===== src/rtl/ap_mult_err_eval_if.sv =====
// Bus between the error-evaluation engine and the approximate multiplier / host.
// The master side is the engine: it drives operands and statistics, and receives start and ap_prod.
interface ap_mult_err_eval_if #(
    parameter int unsigned WIDTH = 8,
    parameter int unsigned CNT_W = 32,
    parameter int unsigned SUM_W = 48
);
    logic                 start;
    logic                 busy;
    logic                 done;
    logic [WIDTH-1:0]     op_a;
    logic [WIDTH-1:0]     op_b;
    logic                 op_valid;
    logic [2*WIDTH-1:0]   ap_prod;
    logic [CNT_W-1:0]     err_cnt;
    logic [SUM_W-1:0]     err_sum;
    logic [2*WIDTH-1:0]   max_err;
    logic [WIDTH-1:0]     max_a;
    logic [WIDTH-1:0]     max_b;

    modport master (
        input  start, ap_prod,
        output busy, done, op_a, op_b, op_valid,
               err_cnt, err_sum, max_err, max_a, max_b
    );

    modport slave (
        output start, ap_prod,
        input  busy, done, op_a, op_b, op_valid,
               err_cnt, err_sum, max_err, max_a, max_b
    );
endinterface


===== src/rtl/ap_mult_err_eval.sv =====
// Exhaustive operand sweep of an external approximate multiplier, comparing each returned
// product against the exact one and accumulating saturating error statistics.
module ap_mult_err_eval #(
    parameter int unsigned WIDTH = 8,
    parameter int unsigned LAT   = 1,
    parameter int unsigned CNT_W = 32,
    parameter int unsigned SUM_W = 48
) (
    input logic                clk,
    input logic                rst,
    ap_mult_err_eval_if.master bus
);
    localparam int unsigned PW    = 2 * WIDTH;
    localparam int unsigned STG_W = 2 * WIDTH + 1;
    localparam int unsigned SW1   = SUM_W + 1;
    localparam logic [2:0]  DRAIN_LOAD = (LAT > 0) ? 3'(LAT - 1) : 3'd0;

    typedef enum logic [1:0] {IDLE, SWEEP, DRAIN, DONE} state_t;

    state_t          state;
    state_t          state_nx;
    logic [2:0]      drain_cnt;
    logic            accept;
    logic            enter_drain;
    logic            last_pair;

    logic [STG_W-1:0] cur;
    logic [STG_W-1:0] chk;
    logic             chk_valid;
    logic [WIDTH-1:0] chk_a;
    logic [WIDTH-1:0] chk_b;
    logic [PW-1:0]    exact;
    logic [PW-1:0]    err;
    logic [SW1-1:0]   sum_nx;

    assign last_pair = (bus.op_a == '1) && (bus.op_b == '1);

    always_ff @(posedge clk) begin
        if (rst) begin
            state <= IDLE;
        end else begin
            state <= state_nx;
        end
    end

    always_comb begin
        state_nx    = state;
        accept      = 1'b0;
        enter_drain = 1'b0;
        bus.busy    = 1'b0;
        bus.done    = 1'b0;
        case (state)
            IDLE: begin
                if (bus.start) begin
                    accept   = 1'b1;
                    state_nx = SWEEP;
                end
            end
            SWEEP: begin
                bus.busy = 1'b1;
                if (last_pair) begin
                    // With no multiplier latency the final check already happens in SWEEP.
                    if (LAT == 0) begin
                        state_nx = DONE;
                    end else begin
                        state_nx    = DRAIN;
                        enter_drain = 1'b1;
                    end
                end
            end
            DRAIN: begin
                bus.busy = 1'b1;
                if (drain_cnt == 3'd0) begin
                    state_nx = DONE;
                end
            end
            DONE: begin
                bus.done = 1'b1;
                state_nx = IDLE;
            end
            default: state_nx = IDLE;
        endcase
    end

    always_ff @(posedge clk) begin
        if (rst) begin
            bus.op_a     <= '0;
            bus.op_b     <= '0;
            bus.op_valid <= 1'b0;
            drain_cnt    <= 3'd0;
        end else begin
            if (accept) begin
                bus.op_a     <= '0;
                bus.op_b     <= '0;
                bus.op_valid <= 1'b1;
            end else if (state == SWEEP) begin
                if (last_pair) begin
                    bus.op_valid <= 1'b0;
                end else begin
                    {bus.op_a, bus.op_b} <= {bus.op_a, bus.op_b} + PW'(1);
                end
            end
            if (enter_drain) begin
                drain_cnt <= DRAIN_LOAD;
            end else if ((state == DRAIN) && (drain_cnt != 3'd0)) begin
                drain_cnt <= drain_cnt - 3'd1;
            end
        end
    end

    assign cur = {bus.op_valid, bus.op_a, bus.op_b};

    generate
        if (LAT == 0) begin : g_nodly
            assign chk = cur;
        end else begin : g_dly
            logic [STG_W-1:0] dl [LAT];
            always_ff @(posedge clk) begin
                if (rst) begin
                    for (int unsigned i = 0; i < LAT; i++) begin
                        dl[i] <= '0;
                    end
                end else begin
                    dl[0] <= cur;
                    for (int unsigned i = 1; i < LAT; i++) begin
                        dl[i] <= dl[i-1];
                    end
                end
            end
            assign chk = dl[LAT-1];
        end
    endgenerate

    assign chk_valid = chk[STG_W-1];
    assign chk_a     = chk[PW-1:WIDTH];
    assign chk_b     = chk[WIDTH-1:0];
    assign exact     = PW'(chk_a) * PW'(chk_b);
    assign err       = (bus.ap_prod >= exact) ? (bus.ap_prod - exact) : (exact - bus.ap_prod);
    assign sum_nx    = {1'b0, bus.err_sum} + SW1'(err);

    always_ff @(posedge clk) begin
        if (rst || accept) begin
            bus.err_cnt <= '0;
            bus.err_sum <= '0;
            bus.max_err <= '0;
            bus.max_a   <= '0;
            bus.max_b   <= '0;
        end else if (chk_valid && (err != '0)) begin
            if (bus.err_cnt != '1) begin
                bus.err_cnt <= bus.err_cnt + CNT_W'(1);
            end
            bus.err_sum <= sum_nx[SUM_W] ? '1 : sum_nx[SUM_W-1:0];
            // Strict compare keeps the first pair that reached the maximum.
            if (err > bus.max_err) begin
                bus.max_err <= err;
                bus.max_a   <= chk_a;
                bus.max_b   <= chk_b;
            end
        end
    end
endmodule


===== src/flat_wrapper.sv =====
// flat-port wrapper written by rule: the top's interface ports become plain ports
module ap_mult_err_eval_flat 
#(
    parameter int unsigned WIDTH = 8,
    parameter int unsigned LAT   = 1,
    parameter int unsigned CNT_W = 32,
    parameter int unsigned SUM_W = 48
)
  (clk, rst, bus_start, bus_ap_prod, bus_busy, bus_done, bus_op_a, bus_op_b, bus_op_valid, bus_err_cnt, bus_err_sum, bus_max_err, bus_max_a, bus_max_b);
  ap_mult_err_eval_if #(.WIDTH(WIDTH), .CNT_W(CNT_W), .SUM_W(SUM_W)) bus_i ();
  input logic clk;
  input logic rst;
  input wire logic [$bits(bus_i.start)-1:0] bus_start;
  input wire logic [$bits(bus_i.ap_prod)-1:0] bus_ap_prod;
  output wire logic [$bits(bus_i.busy)-1:0] bus_busy;
  output wire logic [$bits(bus_i.done)-1:0] bus_done;
  output wire logic [$bits(bus_i.op_a)-1:0] bus_op_a;
  output wire logic [$bits(bus_i.op_b)-1:0] bus_op_b;
  output wire logic [$bits(bus_i.op_valid)-1:0] bus_op_valid;
  output wire logic [$bits(bus_i.err_cnt)-1:0] bus_err_cnt;
  output wire logic [$bits(bus_i.err_sum)-1:0] bus_err_sum;
  output wire logic [$bits(bus_i.max_err)-1:0] bus_max_err;
  output wire logic [$bits(bus_i.max_a)-1:0] bus_max_a;
  output wire logic [$bits(bus_i.max_b)-1:0] bus_max_b;
  assign bus_i.start = bus_start;
  assign bus_i.ap_prod = bus_ap_prod;
  assign bus_busy = bus_i.busy;
  assign bus_done = bus_i.done;
  assign bus_op_a = bus_i.op_a;
  assign bus_op_b = bus_i.op_b;
  assign bus_op_valid = bus_i.op_valid;
  assign bus_err_cnt = bus_i.err_cnt;
  assign bus_err_sum = bus_i.err_sum;
  assign bus_max_err = bus_i.max_err;
  assign bus_max_a = bus_i.max_a;
  assign bus_max_b = bus_i.max_b;
  ap_mult_err_eval #(.WIDTH(WIDTH), .LAT(LAT), .CNT_W(CNT_W), .SUM_W(SUM_W)) u_core (.clk(clk), .rst(rst), .bus(bus_i));
endmodule

===== config.mk =====
export PLATFORM = sky130hd
export DESIGN_NAME = ap_mult_err_eval_flat
export DESIGN_NICKNAME = d
export VERILOG_FILES = /design/src/rtl/ap_mult_err_eval_if.sv /design/src/rtl/ap_mult_err_eval.sv /design/src/flat_wrapper.sv
export SDC_FILE = /design/constraint.sdc
export NUM_CORES = 1
export LEC_CHECK = 0
export BUFFER_PORTS_ARGS = -buffer_cell sky130_fd_sc_hd__clkbuf_2
export CORE_MARGIN = 2
export CORE_UTILIZATION = 30
export CTS_BUF_LIST = sky130_fd_sc_hd__clkbuf_2 sky130_fd_sc_hd__clkbuf_4 sky130_fd_sc_hd__clkbuf_8
export DETAILED_ROUTE_END_ITERATION = 6
export PLACE_DENSITY_LB_ADDON = 0.1
export SYNTH_ARGS = -nofsm -noshare
export SYNTH_HDL_FRONTEND = slang
export SYNTH_SLANG_ARGS = --single-unit
export TNS_END_PERCENT = 30

===== constraint.sdc =====
create_clock -name clk -period 27.5 [get_ports clk]
set_clock_uncertainty 0.15 [all_clocks]
set_input_delay 4.125 -clock clk [delete_from_list [all_inputs] [get_ports clk]]
set_output_delay 4.125 -clock clk [all_outputs]
set_load 0.005 [all_outputs]

==> flow_summary.json <==
{
  "status": "completed",
  "cp_num_buf_inv": 3,
  "yosysWarnings": 0,
  "finalHoldViolCount": 0,
  "place.gp.congestion": 0.835,
  "dr.pass1.iters": 4,
  "vias": 10000,
  "ctsHtreeMaxLevel": 4,
  "ant_nets": 0,
  "overflow": 0,
  "worstSetupPathDepth": 35,
  "vdd.ir_drop.worst_mv": 0.0245,
  "syn_inst": 1381,
  "ctsHoldBuffers": 0,
  "drt_iter0_drc": 406,
  "comb_power_share_pct": 26.9,
  "cts_tree": "yes",
  "drive_gt1_share_pct": 14.2,
  "cp_top_family": "compound AO/OA/AOI/OAI gates",
  "async_reset_ff_share_pct": 0,
  "seqPwrFrac_pct": 43.0,
  "worst-path-max-fanout": 15,
  "post-cts-setup-buffers": 0,
  "cts_buffer_depth": 2,
  "clk_latency_ns": 0.47,
  "max_cap_violations": 0,
  "synth_ff_type": "dfxtp_1",
  "r2r-start": "u_core.g_dly.dl[0][4]$_SDFF_PP0_",
  "cts_buffers": 17,
  "grt_use_total_pct": 17.2,
  "critPathLaunchType": "flip-flop",
  "arrival_ns": 10.61,
  "path_class": "flip-flop to flip-flop",
  "cts_sinks": 151,
  "place.port_buffers": 149,
  "nNetsFinal": 1665,
  "power_density_nw_per_um2": 42.7,
  "antenna_found_initial": 0,
  "syn_nets": 1547,
  "slowest_stage": "nor2_1",
  "drv_slew": 0,
  "end_kind": "flip-flop",
  "ff2ff_setup_slack_ns": 17.12,
  "min_period_ns": 10.38,
  "area_growth_pct": 13.3,
  "worst_pin_slew_ns": 1.22,
  "setup_viol": 0,
  "p_switching_uw": 207,
  "grt_pass1_vias": 10000,
  "fin_cells": 2023,
  "synth-seq-area-share_pct": 26.5,
  "crit_end": "u_core.bus.err_sum[16]$_SDFFE_PP0P_",
  "hold_path_class": "flip-flop to flip-flop",
  "dpl.hpwl_mm": 25.7,
  "r2r_end": "u_core.bus.err_sum[16]$_SDFFE_PP0P_",
  "worstRegToRegCells": 35,
  "grt_max_degree": 75,
  "row_count": 71,
  "p_sw_share_pct": 37.5,
  "clkPwrFrac_pct": 30.1,
  "route.detailed.drc": 0,
  "rsz0062_at_grt": "false",
  "die_w_um": 199,
  "ios": 150,
  "worstHoldPathCells": 2,
  "min_period_over_period_pct": 37.7,
  "routed_wl_mm": 33.6,
  "internal-power_uw": 345,
  "fmax_mhz": 96.3,
  "syn_area_um2": 11400,
  "die_area_um2": 39600,
  "cpPeakStageDelay_ns": 0.65,
  "cts.reportedPaths.clkPinSlew_ns": 0.10,
  "start_util_pct": 30.3,
  "synth-edff-count": 0,
  "synth_seq_cells": 151,
  "grt_pass1_wl_mm": 54.0,
  "cts_resized": 0,
  "power_leakage_uw": 0.00572,
  "nFillCells": 4045,
  "critical_path_required_ns": 27.73,
  "syn_area_per_cell_um2": 8.25,
  "power_uw": 552,
  "wl_per_cell_um": 16.6,
  "root_buffer": "clkbuf_8",
  "tns_ns": 0,
  "dp_cells": 1991,
  "vias_per_cell": 4.95,
  "synth_cell_types": 73,
  "core_um2": 37600,
  "crit_start": "u_core.g_dly.dl[0][4]$_SDFF_PP0_",
  "die_y_um": 199,
  "diodes": 0,
  "maxSlewHeadroom_pct": 18.5
}
cell usage after synthesis, types with 21 or more instances:
cell type | number | area share [%]
a21oi_1 | 74 | 3.2
dfxtp_1 | 151 | 27
or3_1 | 21 | 1.2
nor2b_1 | 30 | 1.6
fa_1 | 39 | 6.8
nand2_1 | 86 | 2.8
a211oi_1 | 26 | 1.7
clkbuf_1 | 24 | 0.79
nand4_1 | 26 | 1.4
ha_1 | 108 | 12
nand3_1 | 60 | 2.6
xor2_1 | 31 | 2.4
xnor2_1 | 32 | 2.5
nor2_1 | 110 | 3.6
a21o_1 | 29 | 1.9
and2_1 | 61 | 3.3
inv_1 | 140 | 4.6
and3_1 | 28 | 1.5
o21ai_0 | 64 | 2.8
per-layer routing:
layer  vias up  wire [um]  GRT usage, %
met1      4753      16200          23.2
met2       156      15700          28.4
met3        28       1090          2.51
met5         -          0             0
met4         0        618          5.11
li1       5070          -             -
power groups by stage:
stage | clock network [uW] | logic [uW] | registers, uW
final | 166 | 148 | 237
after global routing | 181 | 169 | 239
after CTS | 173 | 150 | 238
after detailed placement | 0 | 149 | 243
after global placement | 0 | 150 | 243
after floorplan | 0 | 109 | 239
registers in the layout (all words and copies together), names as in the netlist:
signal	flops
u_core.bus.err_sum	48
u_core.bus.max_err	16
u_core.bus.max_a	8
u_core.bus.err_cnt	32
u_core.bus.op_a	8
u_core.drain_cnt	3
u_core.bus.op_b	8
u_core.bus.max_b	8
u_core.bus.op_valid	1
u_core.g_dly.dl	17
u_core.state	2
cell usage in the layout (no fill, tap or decap), drive strengths merged, types with 3 or more instances in the layout:
| cell | netlist | layout |
|---|---|---|
| or4 | 4 | 4 |
| xor2 | 31 | 31 |
| nor4 | 4 | 4 |
| fa | 39 | 39 |
| clkinv | 0 | 4 |
| o31ai | 16 | 16 |
| o311ai | 3 | 3 |
| a211oi | 30 | 30 |
| nor2b | 30 | 30 |
| a31o | 5 | 5 |
| nand3 | 61 | 61 |
| and3 | 28 | 28 |
| a311oi | 20 | 20 |
| ha | 108 | 108 |
| xnor2 | 32 | 32 |
| a21boi | 6 | 6 |
| a41oi | 9 | 9 |
| mux2i | 14 | 14 |
| a31oi | 10 | 10 |
| a21o | 29 | 29 |
| a21oi | 76 | 76 |
| o21ai | 71 | 71 |
| a211o | 3 | 3 |
| nand4 | 26 | 26 |
| nor2 | 110 | 110 |
| nand2 | 87 | 87 |
| o21bai | 12 | 12 |
| o221ai | 3 | 3 |
| and2 | 62 | 62 |
| nand2b | 13 | 13 |
| nor3 | 21 | 21 |
| inv | 140 | 149 |
| o211ai | 9 | 9 |
| dfxtp | 151 | 151 |
| clkbuf | 24 | 166 |
| and4 | 3 | 3 |
| or3 | 22 | 22 |
| buf | 32 | 6 |
| o21a | 14 | 14 |
tightest hold or removal path: stages, from the launching register on:
cell and delay, ns:
dfxtp_1 0.32, nand2_1 0.05, o21ai_1 0.05
worst min path at each step:
stage                                      from                                to  slack [ns]
2_1_floorplan  u_core.bus.max_b[0]$_SDFFE_PP0P_  u_core.bus.max_b[0]$_SDFFE_PP0P_        0.29
3_3_place_gp   u_core.bus.max_b[3]$_SDFFE_PP0P_  u_core.bus.max_b[3]$_SDFFE_PP0P_        0.29
3_5_place_dp   u_core.bus.max_b[3]$_SDFFE_PP0P_  u_core.bus.max_b[3]$_SDFFE_PP0P_        0.30
4_1_cts        u_core.bus.max_b[3]$_SDFFE_PP0P_  u_core.bus.max_b[3]$_SDFFE_PP0P_        0.32
5_1_grt        u_core.bus.max_b[4]$_SDFFE_PP0P_  u_core.bus.max_b[4]$_SDFFE_PP0P_        0.34
6_report       u_core.bus.max_b[3]$_SDFFE_PP0P_  u_core.bus.max_b[3]$_SDFFE_PP0P_        0.31
area by class of cell:
cell class | instances | area (um^2) | area share (%)
Multi-Input combinational cell | 1034 | 7570 | 58.6
Timing Repair Buffer | 155 | 791 | 6.12
Clock inverter | 15 | 131 | 1.02
Clock buffer | 17 | 234 | 1.81
Tap cell | 511 | 639 | 4.95
Inverter | 140 | 526 | 4.07
Sequential cell | 151 | 3020 | 23.4
cell families after synthesis:
logic type / synth area share, %
multiplexers: 1.23
XOR/XNOR: 4.84
buffers and inverters: 7.29
flip-flops: 26.5
AO/OA/AOI/OAI: 19.7
AND/OR/NAND/NOR: 21.7
adder cells (fa/ha/maj): 18.7
stage by stage:
step                worst slack, ns  util [%]  hold slack (ns)  area (um^2)
global route                  16.27      34.4            0.345        12900
detailed placement            17.10      33.4            0.300        12600
CTS                           17.05      34.4            0.317        12900
global placement              17.20      33.4            0.293        12600
floorplan                     18.73         -            0.295        11400
finish                        17.12      34.4            0.306        12900
No activity file was read; power rests on OpenSTA's default activity.
